[config.mk]
export PLATFORM = sky130hd
export DESIGN_NAME = fetch_queue
export DESIGN_NICKNAME = d
export VERILOG_FILES = /design/src/rtl/fetch_queue.sv
export SDC_FILE = /design/constraint.sdc
export NUM_CORES = 1
export LEC_CHECK = 0
export ABC_AREA = 1
export CORE_ASPECT_RATIO = 1.1
export CORE_MARGIN = 4
export CORE_UTILIZATION = 40
export DETAILED_ROUTE_END_ITERATION = 16
export HOLD_SLACK_MARGIN = 0.06
export PLACE_DENSITY = 0.65
export REMOVE_ABC_BUFFERS = 1
export SYNTH_ARGS = -nofsm -noshare
export SYNTH_HDL_FRONTEND = slang
export SYNTH_SLANG_ARGS = --single-unit
[constraint.sdc]
create_clock -name clk -period 11 [get_ports clk]
set_clock_uncertainty 0.05 [all_clocks]
set_input_delay 2.75 -clock clk [delete_from_list [all_inputs] [get_ports clk]]
set_output_delay 2.75 -clock clk [all_outputs]
set_load 0.05 [all_outputs]
[src/rtl/fetch_queue.sv]
// rtl/fetch_queue.sv - instruction fetch unit with a small in-order instruction queue
//
// Purpose:
//   Issues one word-aligned instruction read at a time. Returned words are
//   queued with their address and presented to the decoder from registered
//   head state. A redirect flushes the queue, drops any in-flight data and
//   restarts fetching at the new address.
//
// Parameters:
//   RESET_PC : first fetch address after reset
//   DEPTH    : queue entries (power of 2, 2..8)
//
// Ports:
//   clk, rst          : clock (rising edge), asynchronous active-high reset
//   mem_req, mem_addr : read request and word address (held until mem_ack)
//   mem_ack, mem_rdata: read completion and data
//   inst, inst_pc     : head-of-queue instruction word and its address
//   inst_valid        : head entry present
//   inst_take         : decoder consumes the head this cycle
//   redirect          : flush and restart fetch at redirect_pc
//   redirect_pc       : restart address
//   inst_misaligned   : head entry is a misaligned-target fault marker
//
// Build option:
//   FETCH_MISALIGN_FAULT_EN : a redirect to a non-word-aligned target queues a
//   single fault marker and halts fetching until the next redirect. When not
//   defined the low target bits are cleared and inst_misaligned is 0.

module fetch_queue #(
    parameter logic [31:0] RESET_PC = 32'h0000_0000,
    parameter int          DEPTH    = 2
) (
    input  logic        clk,
    input  logic        rst,
    output logic        mem_req,
    output logic [31:0] mem_addr,
    input  logic        mem_ack,
    input  logic [31:0] mem_rdata,
    output logic [31:0] inst,
    output logic [31:0] inst_pc,
    output logic        inst_valid,
    input  logic        inst_take,
    input  logic        redirect,
    input  logic [31:0] redirect_pc,
    output logic        inst_misaligned
);

    localparam int AW = (DEPTH > 1) ? $clog2(DEPTH) : 1;
    localparam logic [AW:0] DEPTH_C = DEPTH[AW:0];

    localparam logic [1:0] S_IDLE    = 2'd0;
    localparam logic [1:0] S_WAIT    = 2'd1;
    localparam logic [1:0] S_DISCARD = 2'd2;

    logic [1:0]    state;
    logic [31:0]   fetch_pc;
    logic [31:0]   addr_q;
    logic [AW:0]   count;
    logic [AW-1:0] head;
    logic [AW-1:0] tail;
    logic          halt;

    logic [31:0]   q_data [DEPTH];
    logic [31:0]   q_pc   [DEPTH];

    logic          pop;
    logic          push;
    logic          start;
    logic          fault;
    logic [31:0]   target;
    logic [AW:0]   occ_after_pop;

    assign inst_valid = (count != '0);
    assign pop        = inst_take && inst_valid;
    // Data returning while a redirect is asserted belongs to the old stream.
    assign push       = (state == S_WAIT) && mem_ack && !redirect;
    assign target     = redirect_pc & 32'hFFFF_FFFC;

`ifdef FETCH_MISALIGN_FAULT_EN
    assign fault = redirect && (redirect_pc[1:0] != 2'b00);
`else
    assign fault = 1'b0;
`endif

    // A pop in the same cycle frees a slot, so the next request can go out
    // right after the decoder takes from a full queue.
    assign occ_after_pop = count - {{AW{1'b0}}, pop};
    assign start = (state == S_IDLE) && !redirect && !halt && (occ_after_pop < DEPTH_C);

    assign mem_req  = (state == S_WAIT) || (state == S_DISCARD);
    assign mem_addr = addr_q;

    always_ff @(posedge clk or posedge rst) begin
        if (rst) begin
            state    <= S_IDLE;
            fetch_pc <= RESET_PC & 32'hFFFF_FFFC;
            addr_q   <= '0;
            count    <= '0;
            head     <= '0;
            tail     <= '0;
            halt     <= 1'b0;
        end else begin
            case (state)
                S_IDLE: begin
                    if (start) begin
                        state  <= S_WAIT;
                        addr_q <= fetch_pc;
                    end
                end
                S_WAIT: begin
                    // An ack coincident with redirect completes the request;
                    // its data is simply not pushed.
                    if (mem_ack) begin
                        state <= S_IDLE;
                    end else if (redirect) begin
                        state <= S_DISCARD;
                    end
                end
                S_DISCARD: begin
                    if (mem_ack) begin
                        state <= S_IDLE;
                    end
                end
                default: state <= S_IDLE;
            endcase

            if (redirect) begin
                fetch_pc <= target;
            end else if (push) begin
                fetch_pc <= fetch_pc + 32'd4;
            end

            if (redirect) begin
                head <= '0;
                if (fault) begin
                    tail  <= {{(AW-1){1'b0}}, 1'b1};
                    count <= {{AW{1'b0}}, 1'b1};
                    halt  <= 1'b1;
                end else begin
                    tail  <= '0;
                    count <= '0;
                    halt  <= 1'b0;
                end
            end else begin
                if (push) begin
                    tail <= tail + 1'b1;
                end
                if (pop) begin
                    head <= head + 1'b1;
                end
                count <= count + {{AW{1'b0}}, push} - {{AW{1'b0}}, pop};
            end
        end
    end

    // Entry storage needs no reset: outputs are gated by inst_valid.
    logic          wr_en;
    logic [AW-1:0] wr_idx;
    logic [31:0]   wr_data;
    logic [31:0]   wr_pc;

    always_comb begin
        wr_en   = 1'b0;
        wr_idx  = tail;
        wr_data = mem_rdata;
        wr_pc   = addr_q;
        if (fault) begin
            wr_en   = 1'b1;
            wr_idx  = '0;
            wr_data = '0;
            wr_pc   = redirect_pc;
        end else if (push) begin
            wr_en = 1'b1;
        end
    end

    always_ff @(posedge clk) begin
        if (wr_en) begin
            q_data[wr_idx] <= wr_data;
            q_pc[wr_idx]   <= wr_pc;
        end
    end

    assign inst    = inst_valid ? q_data[head] : 32'd0;
    assign inst_pc = inst_valid ? q_pc[head]   : 32'd0;

`ifdef FETCH_MISALIGN_FAULT_EN
    logic q_mis [DEPTH];

    always_ff @(posedge clk) begin
        if (wr_en) begin
            q_mis[wr_idx] <= fault;
        end
    end

    assign inst_misaligned = inst_valid && q_mis[head];
`else
    assign inst_misaligned = 1'b0;
`endif

endmodule

==> metrics.yaml, run 1 <==
job:
  maxCapViolations: 0
drt:
  drtAntennaViolNets: 0
  vias: 5977
  first_pass_iters: 4
  vias_per_cell: 4.844
  routed_wl_um: 19620
  drc: 0
  wl_per_cell_um: 15.90
  drt_iter0_drc: 315
synthesis:
  yosysTopAreaCell: "edfxtp_1"
  syn_inst: 814
  async_flop_share: 0.3474
  ys_seq_area_frac: 0.6501
  yosys_warnings: 0
  netlist_top_cells_area: "edfxtp_1, dfrtp_1, nand2_1"
  synth_top_area_frac: 0.4504
  synth_cell_types: 34
  yosys_register_bits: 190
  synth-edff-count: 124
  synth_flop_cell: "edfxtp_1"
  netlist_top_cells_count: "nand2_1, edfxtp_1, a21oi_1"
  synth.most_common_cell: "nand2_1"
  avgSynthCellArea_um2: 10.16
  synthesis.area_um2: 8268
global_route:
  grtUsageMet3: 0.03164
  grt_max_degree: 67
  met1_usage: 0.2176
  grt.busiest_layer: "met2"
  antenna_found_initial: 1
  grt_overflow_total: 0
  grt_usage: 0.1715
  grt_pass1_vias: 5936
  grt_pass1_wl_um: 31570
  grt_use_met2: 0.3002
timing:
  rsz0062_at_grt: "false"
  hold_viol: 0
  report.final.slew_viol_count: 0
  max_freq_mhz: 178.2
  setup_viol: 0
  slew_headroom: 0.4249
  worst_hold_slack_ns: 0.4516
  fin_crit_ns: 5.613
  fin_crit_sh: 0.5103
  tns_ns: 0
  worst_pin_slew_ns: 0.8627
floorplanning:
  std_cell_rows: 54
  fp.dieH_um: 158.8
  die_area_um2: 23040
  die_w_um: 145.1
  coreArea_um2: 20070
  ios: 168
  initial_core_util: 0.4120
place:
  dp.cells: 1201
  gp_congestion: 0.8738
  hpwlAfterDp_um: 12800
  io_buffers: 160
clock_network:
  cts_setup_buffers: 0
  h-tree-depth: 4
  hold_buffers: 0
  ctsResizeCount: 0
  cts_tree: "built"
  clockBufferDepth: 2
  clk_pin_slew_ns: 0.07
  clk_latency_ns: 0.42
  cts_root_buf: "clkbuf_16"
  cts_buffers: 17
  clock-sinks: 190
power_and_ir_drop:
  total_power_mw: 3.046
  ir_drop_v: 0.0001444
  intPower_mw: 1.656
  switchingPower_mw: 1.390
  power.share.sequential: 0.337
  pwr-share-clk: 0.184
  p_leak_nw: 4.192
  swShare: 0.4565
  power_frac_comb: 0.480
  p_per_area_nw_per_um2: 286.4
setup_path:
  start_kind: "register"
  cp_slowest_cell: "clkdlybuf4s50_1"
  cp_max_fo: 44
  critPathMaxStageDelay_ns: 0.87
  required_ns: 8.20
  cp.arrival_ns: 2.81
  cp-end-kind: "primary output"
  worstPathCellList: "inv_2, buf_4, nand2_1, a21oi_1, clkdlybuf4s50_1"
  critPathKind: "reg -> out"
cells_and_area:
  fin_cells: 1234
  syn2layout_area_growth_pct: 28.65
  drive_above_1_share: 0.07136
  nNetsFinal: 1044
outcome:
  status: "finished clean"
hold_path:
  hp-class: "reg -> reg"
## cell type report
cell class                 count  area [um2]
sequential                   190        5376
multi-input combinational    538        2547
clock inverter                 9       62.56
tap                          252       315.3
fill                        1799        9430
clock buffer                  23       467.9
timing repair buffer         169        1669
antenna                        1       2.502
inverter                      52       195.2
## logic make-up (layout without fill, tap and decap cells)
family	after synthesis	in the layout	share of synthesized area
AOI/OAI and AO/OA	116	116	0.07431
xor gates and xnor gates	13	13	0.01377
adders and majority gates	7	7	0.01059
buffers and inverters	90	253	0.04631
DFF	190	190	0.6501
muxes	5	5	0.006809
other	1	6	0.0004536
and+or+nand+nor	392	392	0.1976
## through the flow
stage / utilization / setup WS (ns) / instance area [um2]
finish: 0.5301 / 5.387 / 10640
global route: 0.5301 / 5.193 / 10640
CTS: 0.5299 / 5.316 / 10630
detailed placement: 0.5035 / 5.179 / 10100
global placement: 0.5035 / 5.207 / 10100
floorplan: - / 4.008 / 8095
## layer usage
layer	share of wire	vias to the layer above	wire length, um
met5	0	-	0
met2	0.50	146	9890
li1	-	2986	-
met1	0.44	2820	8618
met4	0.017	0	333
met3	0.040	25	775
## path summary, 6_finish.rpt
| check | depth (start not counted) | slack (ns) | end | from |
|---|---|---|---|---|
| max in group asynchronous | 3 | 7.43 | head | rst |
| min | 0 | 0.45 | q_pc[0][19] | mem_addr[19] |
| max reg2reg | 8 | 7.78 | q_data[1][8] | state[1] |
| min in group asynchronous | 3 | 2.88 | mem_addr[2] | rst |
| min reg2reg | 0 | 0.45 | q_pc[0][19] | mem_addr[19] |
| max | 5 | 5.39 | inst_pc[19] | head |
## power groups by stage
stage	clock network (mW)	logic, mW	registers (mW)
finish	0.559	1.46	1.03
global route	0.607	1.55	1.04
CTS	0.574	1.48	1.03
detailed placement	0	1.48	1.04
global placement	0	1.47	1.04
floorplan	0	0.776	1.20
## state kept, by name (all words and copies together) (netlist names)
signal	count
count	2
state	2
head	1
mem_addr	30
q_pc	60
fetch_pc	30
tail	1
q_data	64
## worst max-delay path, delay by kind of cell, from the launching register on
family                 cells  cell delay [ns]
DFF                        1             0.41
AOI/OAI and AO/OA          1             0.16
buffers and inverters      3             1.73
and+or+nand+nor            1             0.09
## layout by cell type (no fill, tap or decap), types with 10 or more instances in the layout
cell type        Yosys  layout
a21oi_1             68      68
inv_1               50      49
dfrtp_1             66      65
nand3_1             36      36
nor2_4               7      10
edfxtp_1           124     124
nand2_1            285     285
clkdlybuf4s50_1      0     160
xor2_1              11      11
o21ai_0             35      35
clkbuf_16            0      17
nor2_1              46      43
Power figures use the tool's default switching activity.
==> run 2, diff against run 1 <==
PLACE_DENSITY = 0.67   (was 0.65)
clock period = 4.7 ns   (was 11 ns; I/O delays follow)
==> metrics.yaml, run 2 (synthesis results as in run 1) <==
global_route:
  antenna_found_initial: 0
  grt_overflow_total: 0
  grt_max_degree: 65
  grt_usage: 0.1812
  met1_usage: 0.2250
  grt_pass1_vias: 6162
  grt.busiest_layer: "met2"
  grt_pass1_wl_um: 33170
  grt_use_met2: 0.3196
  grtUsageMet3: 0.03364
timing:
  slew_headroom: 0.4623
  fin_crit_sh: 0.8228
  setup_viol: 0
  rsz0062_at_grt: "false"
  max_freq_mhz: 258.6
  report.final.slew_viol_count: 0
  tns_ns: 0
  hold_viol: 0
  worst_pin_slew_ns: 0.8065
  fin_crit_ns: 3.867
floorplanning:
  die_area_um2: 23040
  coreArea_um2: 20070
  initial_core_util: 0.4120
  die_w_um: 145.1
  ios: 168
  fp.dieH_um: 158.8
  std_cell_rows: 54
cells_and_area:
  syn2layout_area_growth_pct: 29.86
  n_fill_cell: 1783
  regMostFlops: "q_data"
  drive_above_1_share: 0.07622
  mostFrequentLayoutCells: "nand2_1, clkdlybuf4s50_1, edfxtp_1"
  final_common_cell: "nand2_1"
  insertedDiodeCount: 0
  top_regs: "q_data (64), q_pc (60)"
  fin_util: 0.5350
  largest_register_ffs: 64
  nNetsFinal: 1047
clock_network:
  cts_root_buf: "clkbuf_16"
  cts_setup_buffers: 0
  hold_buffers: 0
  clk_pin_slew_ns: 0.07
  cts_buffers: 17
  ctsResizeCount: 0
  clock-sinks: 190
  clk_latency_ns: 0.43
  h-tree-depth: 4
  cts_tree: "built"
  clockBufferDepth: 2
drt:
  drtAntennaViolNets: 0
  drc: 0
  drt_iter0_drc: 420
  wl_per_cell_um: 16.51
  vias: 6078
  routed_wl_um: 20400
  first_pass_iters: 5
  vias_per_cell: 4.917
power_and_ir_drop:
  p_per_area_nw_per_um2: 675.4
  total_power_mw: 7.251
  p_leak_nw: 4.239
  ir_drop_v: 0.0003441
setup_path:
  path_depth: 4
  reg2reg_depth: 7
  required_ns: 3.47
  worstPathCellList: "buf_4, nand2_1, a21oi_1, clkdlybuf4s50_1"
  path_buf_inv: 2
  cp.arrival_ns: 2.64
  critPathMaxStageDelay_ns: 0.85
  start_kind: "register"
  critPathKind: "reg -> out"
  cp-end-kind: "primary output"
  crit_family: "buffers and inverters"
  cp_max_fo: 64
  cp_slowest_cell: "clkdlybuf4s50_1"
hold_path:
  hp-class: "reg -> reg"
  hold_depth: 0
place:
  io_buffers: 160
  gp_congestion: 0.8401
  hpwlAfterDp_um: 13220
job:
  maxCapViolations: 0
outcome:
  status: "finished clean"
run 2: cell count changes in the layout (fill, tap and decap cells not counted), moves of 2 or more:
cell      change
clkbuf_1      -3
buf_4         -2
buf_12        +5
clkbuf_8      -2
run 2: layout make-up:
cell class	count	area (um2)	area share
flip-flops and latches	190	5376	0.5008
multi-input cells	538	2547	0.2373
repair buffers	172	1754	0.1634
clock buffers	18	429.2	0.03997
well taps	252	315.3	0.02937
inverters	52	195.2	0.01818
clock inverters	14	118.9	0.01107
run 2: metrics by stage:
step | hold slack [ns] | setup WS (ns) | std cells | instance area [um2]
6_report | 0.4350 | 0.8331 | 1236 | 10740
2_1_floorplan | 0.4272 | -0.7172 | 780 | 8095
3_5_place_dp | 0.4306 | 1.290 | 1204 | 10190
3_3_place_gp | 0.4276 | 1.322 | 1204 | 10190
5_1_grt | 0.4737 | 0.6415 | 1236 | 10740
4_1_cts | 0.4419 | 0.8128 | 1236 | 10740
run 2: layer usage:
| metal | wire length (um) | part of all wire | vias to the layer above |
|---|---|---|---|
| met1 | 8830 | 0.43 | 2904 |
| met3 | 850 | 0.042 | 20 |
| met2 | 10410 | 0.51 | 158 |
| met5 | 0 | 0 | - |
| li1 | - | - | 2996 |
| met4 | 315 | 0.015 | 0 |
run 2: power by group:
part	total [mW]	internal, mW	switching [mW]
Combinational	3.49	1.06	2.43
Clock	1.36	0.729	0.630
Sequential	2.40	2.16	0.245
run 2: path summary, 6_finish.rpt:
check / to / start / slack [ns]
hold reg to reg: q_pc[1][24] / mem_addr[24] / 0.43
hold / removal: q_pc[1][24] / mem_addr[24] / 0.43
max in group asynchronous: mem_addr[26] / rst / 2.59
setup reg to reg: q_pc[0][26] / state[1] / 2.31
min in group asynchronous: mem_addr[5] / rst / 1.04
setup / recovery: inst_pc[23] / head / 0.83
